### src/rtl/mdio_arbiter_if.sv
// rtl/mdio_arbiter_if.sv - client request/response and MDIO generator signals of mdio_arbiter
interface mdio_arbiter_if;
  logic        req0_valid;
  logic        req0_write;
  logic [4:0]  req0_phy;
  logic [4:0]  req0_reg;
  logic [15:0] req0_wdata;
  logic        req0_ready;
  logic        req1_valid;
  logic        req1_write;
  logic [4:0]  req1_phy;
  logic [4:0]  req1_reg;
  logic [15:0] req1_wdata;
  logic        req1_ready;
  logic        rsp0_valid;
  logic [15:0] rsp0_rdata;
  logic        rsp1_valid;
  logic [15:0] rsp1_rdata;
  logic        mdio_start;
  logic [31:0] t_data;
  logic [15:0] gen_rd_data;
  logic        busy;

  modport slave (
    input  req0_valid, req0_write, req0_phy, req0_reg, req0_wdata,
    input  req1_valid, req1_write, req1_phy, req1_reg, req1_wdata,
    input  gen_rd_data,
    output req0_ready, req1_ready, rsp0_valid, rsp0_rdata, rsp1_valid, rsp1_rdata,
    output mdio_start, t_data, busy
  );

  modport master (
    output req0_valid, req0_write, req0_phy, req0_reg, req0_wdata,
    output req1_valid, req1_write, req1_phy, req1_reg, req1_wdata,
    output gen_rd_data,
    input  req0_ready, req1_ready, rsp0_valid, rsp0_rdata, rsp1_valid, rsp1_rdata,
    input  mdio_start, t_data, busy
  );
endinterface

### src/rtl/mdio_arbiter.sv
// rtl/mdio_arbiter.sv - two-client Clause-22 arbiter/sequencer for generador_mdio
// MDIO_ARB_ROUND_ROBIN_EN selects round-robin grant; default is fixed priority to client 0.
module mdio_arbiter #(
  parameter int unsigned FRAME_CLKS = 132,
  parameter int unsigned START_CLKS = 4
) (
  input logic          clk,
  input logic          reset,
  mdio_arbiter_if.slave bus
);
  localparam int unsigned CW = $clog2(FRAME_CLKS);
  localparam logic [CW-1:0] LAST_C  = CW'(FRAME_CLKS - 1);
  localparam logic [CW-1:0] START_C = CW'(START_CLKS);

  typedef enum logic [1:0] {IDLE, BUSY, RESP} state_e;

  state_e        state_q, state_d;
  logic [CW-1:0] cnt_q, cnt_d;
  logic          last_q, last_d;
  logic          gnt_q, gnt_d;
  logic          wr_q, wr_d;
  logic [31:0]   t_data_q, t_data_d;
  logic [15:0]   rdata0_q, rdata0_d;
  logic [15:0]   rdata1_q, rdata1_d;
  logic          sel;
  logic          ready0, ready1;

  function automatic logic [31:0] build_frame(input logic wr, input logic [4:0] phy,
                                              input logic [4:0] reg_a, input logic [15:0] wd);
    return {2'b01, (wr ? 2'b01 : 2'b10), phy, reg_a, (wr ? 2'b10 : 2'b00), (wr ? wd : 16'h0000)};
  endfunction

  always_comb begin
    sel = 1'b0;
    if (bus.req0_valid && bus.req1_valid) begin
`ifdef MDIO_ARB_ROUND_ROBIN_EN
      sel = ~last_q;
`else
      sel = 1'b0;
`endif
    end else if (bus.req1_valid) begin
      sel = 1'b1;
    end
  end

  // Ready is withheld during reset so nothing can be accepted on the reset edge.
  assign ready0 = (state_q == IDLE) && !reset && bus.req0_valid && !sel;
  assign ready1 = (state_q == IDLE) && !reset && bus.req1_valid && sel;

  always_comb begin
    state_d  = state_q;
    cnt_d    = cnt_q;
    last_d   = last_q;
    gnt_d    = gnt_q;
    wr_d     = wr_q;
    t_data_d = t_data_q;
    rdata0_d = rdata0_q;
    rdata1_d = rdata1_q;
    unique case (state_q)
      IDLE: begin
        if (ready0 || ready1) begin
          state_d  = BUSY;
          cnt_d    = '0;
          last_d   = sel;
          gnt_d    = sel;
          wr_d     = sel ? bus.req1_write : bus.req0_write;
          t_data_d = sel ? build_frame(bus.req1_write, bus.req1_phy, bus.req1_reg, bus.req1_wdata)
                         : build_frame(bus.req0_write, bus.req0_phy, bus.req0_reg, bus.req0_wdata);
        end
      end
      BUSY: begin
        if (cnt_q == LAST_C) begin
          state_d = RESP;
          if (!wr_q) begin
            if (gnt_q) rdata1_d = bus.gen_rd_data;
            else       rdata0_d = bus.gen_rd_data;
          end
        end else begin
          cnt_d = cnt_q + 1'b1;
        end
      end
      RESP:    state_d = IDLE;
      default: state_d = IDLE;
    endcase
  end

  always_ff @(posedge clk) begin
    if (reset) begin
      state_q  <= IDLE;
      cnt_q    <= '0;
      last_q   <= 1'b1;
      gnt_q    <= 1'b0;
      wr_q     <= 1'b0;
      t_data_q <= '0;
      rdata0_q <= '0;
      rdata1_q <= '0;
    end else begin
      state_q  <= state_d;
      cnt_q    <= cnt_d;
      last_q   <= last_d;
      gnt_q    <= gnt_d;
      wr_q     <= wr_d;
      t_data_q <= t_data_d;
      rdata0_q <= rdata0_d;
      rdata1_q <= rdata1_d;
    end
  end

  assign bus.req0_ready = ready0;
  assign bus.req1_ready = ready1;
  assign bus.rsp0_valid = (state_q == RESP) && !gnt_q;
  assign bus.rsp1_valid = (state_q == RESP) && gnt_q;
  assign bus.rsp0_rdata = rdata0_q;
  assign bus.rsp1_rdata = rdata1_q;
  assign bus.mdio_start = (state_q == BUSY) && (cnt_q < START_C);
  assign bus.t_data     = t_data_q;
  assign bus.busy       = (state_q != IDLE);
endmodule

### src/flat_wrapper.sv
// flat-port wrapper written by rule: the top's interface ports become plain ports
module mdio_arbiter_flat 
#(
  parameter int unsigned FRAME_CLKS = 132,
  parameter int unsigned START_CLKS = 4
)
  (clk, reset, bus_req0_valid, bus_req0_write, bus_req0_phy, bus_req0_reg, bus_req0_wdata, bus_req1_valid, bus_req1_write, bus_req1_phy, bus_req1_reg, bus_req1_wdata, bus_gen_rd_data, bus_req0_ready, bus_req1_ready, bus_rsp0_valid, bus_rsp0_rdata, bus_rsp1_valid, bus_rsp1_rdata, bus_mdio_start, bus_t_data, bus_busy);
  mdio_arbiter_if bus_i ();
  input logic clk;
  input logic reset;
  input wire logic [$bits(bus_i.req0_valid)-1:0] bus_req0_valid;
  input wire logic [$bits(bus_i.req0_write)-1:0] bus_req0_write;
  input wire logic [$bits(bus_i.req0_phy)-1:0] bus_req0_phy;
  input wire logic [$bits(bus_i.req0_reg)-1:0] bus_req0_reg;
  input wire logic [$bits(bus_i.req0_wdata)-1:0] bus_req0_wdata;
  input wire logic [$bits(bus_i.req1_valid)-1:0] bus_req1_valid;
  input wire logic [$bits(bus_i.req1_write)-1:0] bus_req1_write;
  input wire logic [$bits(bus_i.req1_phy)-1:0] bus_req1_phy;
  input wire logic [$bits(bus_i.req1_reg)-1:0] bus_req1_reg;
  input wire logic [$bits(bus_i.req1_wdata)-1:0] bus_req1_wdata;
  input wire logic [$bits(bus_i.gen_rd_data)-1:0] bus_gen_rd_data;
  output wire logic [$bits(bus_i.req0_ready)-1:0] bus_req0_ready;
  output wire logic [$bits(bus_i.req1_ready)-1:0] bus_req1_ready;
  output wire logic [$bits(bus_i.rsp0_valid)-1:0] bus_rsp0_valid;
  output wire logic [$bits(bus_i.rsp0_rdata)-1:0] bus_rsp0_rdata;
  output wire logic [$bits(bus_i.rsp1_valid)-1:0] bus_rsp1_valid;
  output wire logic [$bits(bus_i.rsp1_rdata)-1:0] bus_rsp1_rdata;
  output wire logic [$bits(bus_i.mdio_start)-1:0] bus_mdio_start;
  output wire logic [$bits(bus_i.t_data)-1:0] bus_t_data;
  output wire logic [$bits(bus_i.busy)-1:0] bus_busy;
  assign bus_i.req0_valid = bus_req0_valid;
  assign bus_i.req0_write = bus_req0_write;
  assign bus_i.req0_phy = bus_req0_phy;
  assign bus_i.req0_reg = bus_req0_reg;
  assign bus_i.req0_wdata = bus_req0_wdata;
  assign bus_i.req1_valid = bus_req1_valid;
  assign bus_i.req1_write = bus_req1_write;
  assign bus_i.req1_phy = bus_req1_phy;
  assign bus_i.req1_reg = bus_req1_reg;
  assign bus_i.req1_wdata = bus_req1_wdata;
  assign bus_i.gen_rd_data = bus_gen_rd_data;
  assign bus_req0_ready = bus_i.req0_ready;
  assign bus_req1_ready = bus_i.req1_ready;
  assign bus_rsp0_valid = bus_i.rsp0_valid;
  assign bus_rsp0_rdata = bus_i.rsp0_rdata;
  assign bus_rsp1_valid = bus_i.rsp1_valid;
  assign bus_rsp1_rdata = bus_i.rsp1_rdata;
  assign bus_mdio_start = bus_i.mdio_start;
  assign bus_t_data = bus_i.t_data;
  assign bus_busy = bus_i.busy;
  mdio_arbiter #(.FRAME_CLKS(FRAME_CLKS), .START_CLKS(START_CLKS)) u_core (.clk(clk), .reset(reset), .bus(bus_i));
endmodule
### config.mk
export PLATFORM = sky130hd
export DESIGN_NAME = mdio_arbiter_flat
export DESIGN_NICKNAME = d
export VERILOG_FILES = /design/src/rtl/mdio_arbiter_if.sv /design/src/rtl/mdio_arbiter.sv /design/src/flat_wrapper.sv
export SDC_FILE = /design/constraint.sdc
export NUM_CORES = 1
export LEC_CHECK = 0
export BUFFER_PORTS_ARGS = -buffer_cell sky130_fd_sc_hd__buf_2
export CORE_MARGIN = 2
export CORE_UTILIZATION = 46
export CTS_BUF_LIST = sky130_fd_sc_hd__clkbuf_8 sky130_fd_sc_hd__clkbuf_16
export CTS_CLUSTER_SIZE = 10
export DETAILED_ROUTE_END_ITERATION = 12
export PLACE_DENSITY = 0.79
export SLEW_MARGIN = 20
export SYNTH_ARGS = -nofsm -noshare
export SYNTH_HDL_FRONTEND = slang
export SYNTH_SLANG_ARGS = --single-unit
### constraint.sdc
create_clock -name clk -period 2.7 [get_ports clk]
set_input_delay 0.54 -clock clk [delete_from_list [all_inputs] [get_ports clk]]
set_output_delay 0.54 -clock clk [all_outputs]
set_load 0.05 [all_outputs]
==> run metrics <==
path type of the worst setup path=register to output pin; postcts setup bufs=0; Post-Synthesis Cells=357; routed wire length=7.52 mm; final core utilization=61.8%; Worst EP required=2.16 ns; Sink Count=72; combinational power share=18.1%; Synth Area in XOR/XNOR=0%; Worst path max stage delay=0.67 ns; CP max stage cell=or4b_1; Slew Viols, Final=0; final setup fails=0; Final Hold Viols=0; Avg Cell Area, Syn=8.35 µm²; IO buf count=141; Setup crit end kind=output pin; die width=84.5 µm; flops & latches, synth=72; Max Buffers Root-to-Sink=2; Clock Pin Slew Worst Setup and Hold Paths=0.08 ns; Cell Pwr Density=584 nW/µm²; status=completed; Clock Latency Late Sink=0.34 ns; startpoint types=register; RD Place Congestion=0.803; sequential cell area fraction in the yosys report=48.3%; max-cap check violation count=0; adder-cell share of the synthesized area=0.420%; Antenna Cells=0; sw frac=31.5%; Clk pwr share=32.3%; Clock Skew=0.0104 ns; CTS tree=built; num rows=29; Yosys cell types=43; Leak Pwr=1.73 nW; Final min period=2.38 ns; Nets=565; post-DP HPWL=5.69 mm; final period utilization=88.0%; Post-CTS Hold Buffers=0; detailed-route via count=3056; compound-cell area share of the yosys netlist=17.9%; fin area=3900 µm²; area added between synthesis and finish=30.8%; DP Worst Slack=0.611 ns; largest net degree at the start of global routing=71; RSZ-0062 raised after global routing=no; core area=6310 µm²; DIE HEIGHT=84.5 µm; Hold Slack=0.440 ns; vias per cell=5.34; setup TNS=0 ns; crit-path max FO=9; I/O pin count=144; switching pwr=0.717 mW; Hold Path Class=input port to register; Post-Synth Simple-Gate Area=25.1%; placed cell count=556; post-synthesis mux area share=3.36%; residual antenna-violating net count after detailed routing=0; area of the mapped netlist=2980 µm²; Internal Power=1.56 mW; achievable frequency=421 MHz; Post-route DRC=0; post-CTS resize count=0; Layout fillers=580; H-tree depth=3; Max VDD drop=0.000406 V; Synth warnings=0; share of cells above drive strength 1=34.1%; Starting Density=47.2%; global-route wire length before repair=12.4 mm; global route overflow=0; Seq pwr share=49.6%; DRT iter0 DRCs=128; fin worst setup slack=0.324 ns; Post-DP Area=3730 µm²; CP cell instances=or4b_1, nor3_1, buf_2; vias in the first global route=2711; All-Layer GR Usage=21.4%; initial antenna violation count=0; worst slew pin tran=0.971 ns; final std cells w/o fill=572; Slew headroom=35.1%; Root Driver=clkbuf_8; Critical Path AT=1.84 ns; router iterations before antenna repair=4; combinational family with the most area after synthesis=simple AND/OR/NAND/NOR gates; TritonCTS Buffers=9; die area=7140 µm²; Power Total=2.28 mW; DR WL/cell=13.1 µm
cell usage after synthesis:
cell        n  area share [%]
a21oi_1    37             6.2
or4_1       1            0.25
nor4_4      2             1.4
a22oi_1     1            0.25
a21o_1      1            0.25
buf_1       3            0.38
nor2b_1     5             1.0
or4b_1      1            0.34
a2111oi_0   1            0.29
inv_1       4            0.50
buf_2       4            0.67
nand3_1     2            0.34
a311oi_1    2            0.59
buf_4       4             1.0
mux2i_1    10             3.4
ha_1        1            0.42
o21ai_0     4            0.67
nand2_1    72             9.1
o2111ai_1   1            0.29
o32ai_1     1            0.29
dfxtp_1    72              48
nand4_1     3            0.63
o41ai_1     1            0.29
nor3b_1     3            0.76
nand2b_1    1            0.21
o21a_1      2            0.50
a31o_2      1            0.29
or3_1       3            0.63
conb_1      1            0.13
and3_1      2            0.42
o211a_1     1            0.34
or3_4       1            0.38
nor3_1     22             3.7
nand3b_1    1            0.25
and2_1      3            0.63
a221oi_1   16             4.7
nor2_1     35             4.4
and3b_1     1            0.29
a211oi_1   10             2.5
o21ai_1     1            0.17
o22ai_1     1            0.21
nor4b_1     1            0.29
clkbuf_1   18             2.3
power groups by stage:
stage / registers (mW) / logic, mW / clock network, mW
final: 1.13 / 0.413 / 0.736
after global routing: 1.13 / 0.448 / 0.797
after CTS: 1.13 / 0.415 / 0.756
after detailed placement: 1.15 / 0.415 / 0
after global placement: 1.15 / 0.409 / 0
after floorplan: 1.27 / 0.168 / 0
critical path: cells and delay by family (launching register included):
kind | cells | cell delay [ns]
simple gates | 2 | 0.83
flops | 1 | 0.37
buf+inv | 1 | 0.29
routing by layer:
layer | GRT usage (%) | vias up | share of wire, %
li1 | - | 1518 | -
met2 | 34.2 | 151 | 47
met1 | 27.1 | 1376 | 42
met3 | 5.90 | 11 | 10
met4 | 9.24 | 0 | 1.8
met5 | 0 | - | 0
flip-flops by register name, indices dropped and copies added, names as in the netlist:
signal and count:
u_core.cnt_q 8, u_core.bus.t_data 29, u_core.bus.rsp0_rdata 16, u_core.state_q 2
u_core.bus.rsp1_rdata 16, u_core.gnt_q 1
placed cells by master (no fill, tap or decap), types with 9 or more instances in the layout:
cell type	count
dfxtp_1	72
mux2i_1	10
a211oi_1	10
nand2_1	72
nor2_1	35
nor3_1	22
buf_2	141
buf_4	9
a221oi_1	16
a21oi_1	37
clkbuf_8	9
final cells by class:
class                      instances  area, µm²  area share, %
clock buffer                       9        124           3.18
clock inverter                     7       48.8           1.25
inverter                           4       15.0          0.385
multi-input combinational        253       1400           35.9
sequential                        72       1440           37.0
tap                               77       96.3           2.47
timing repair buffer             150        773           19.8
path summary, 6_finish.rpt:
check                                          from                                endpoint  slack [ns]  cells after the start
max reg2reg            u_core.cnt_q[3]$_SDFFE_PP0P_            u_core.cnt_q[3]$_SDFFE_PP0P_        0.61                      4
min                              bus_gen_rd_data[7]   u_core.bus.rsp0_rdata[7]$_SDFFE_PP0P_        0.44                      3
min reg2reg  u_core.bus.rsp0_rdata[13]$_SDFFE_PP0P_  u_core.bus.rsp0_rdata[13]$_SDFFE_PP0P_        0.45                      2
max                  u_core.state_q[1]$_SDFFE_PP0P_                          bus_mdio_start        0.32                      3
logic make-up (layout without fill, tap and decap cells):
| kind of cell | count (synthesis) | count (layout) |
|---|---|---|
| other | 1 | 2 |
| adders and majority gates | 1 | 1 |
| DFF | 72 | 72 |
| AOI/OAI and AO/OA | 81 | 81 |
| and+or+nand+nor | 159 | 159 |
| muxes | 10 | 10 |
| buffers and inverters | 33 | 170 |
Power figures use the tool's default switching activity.
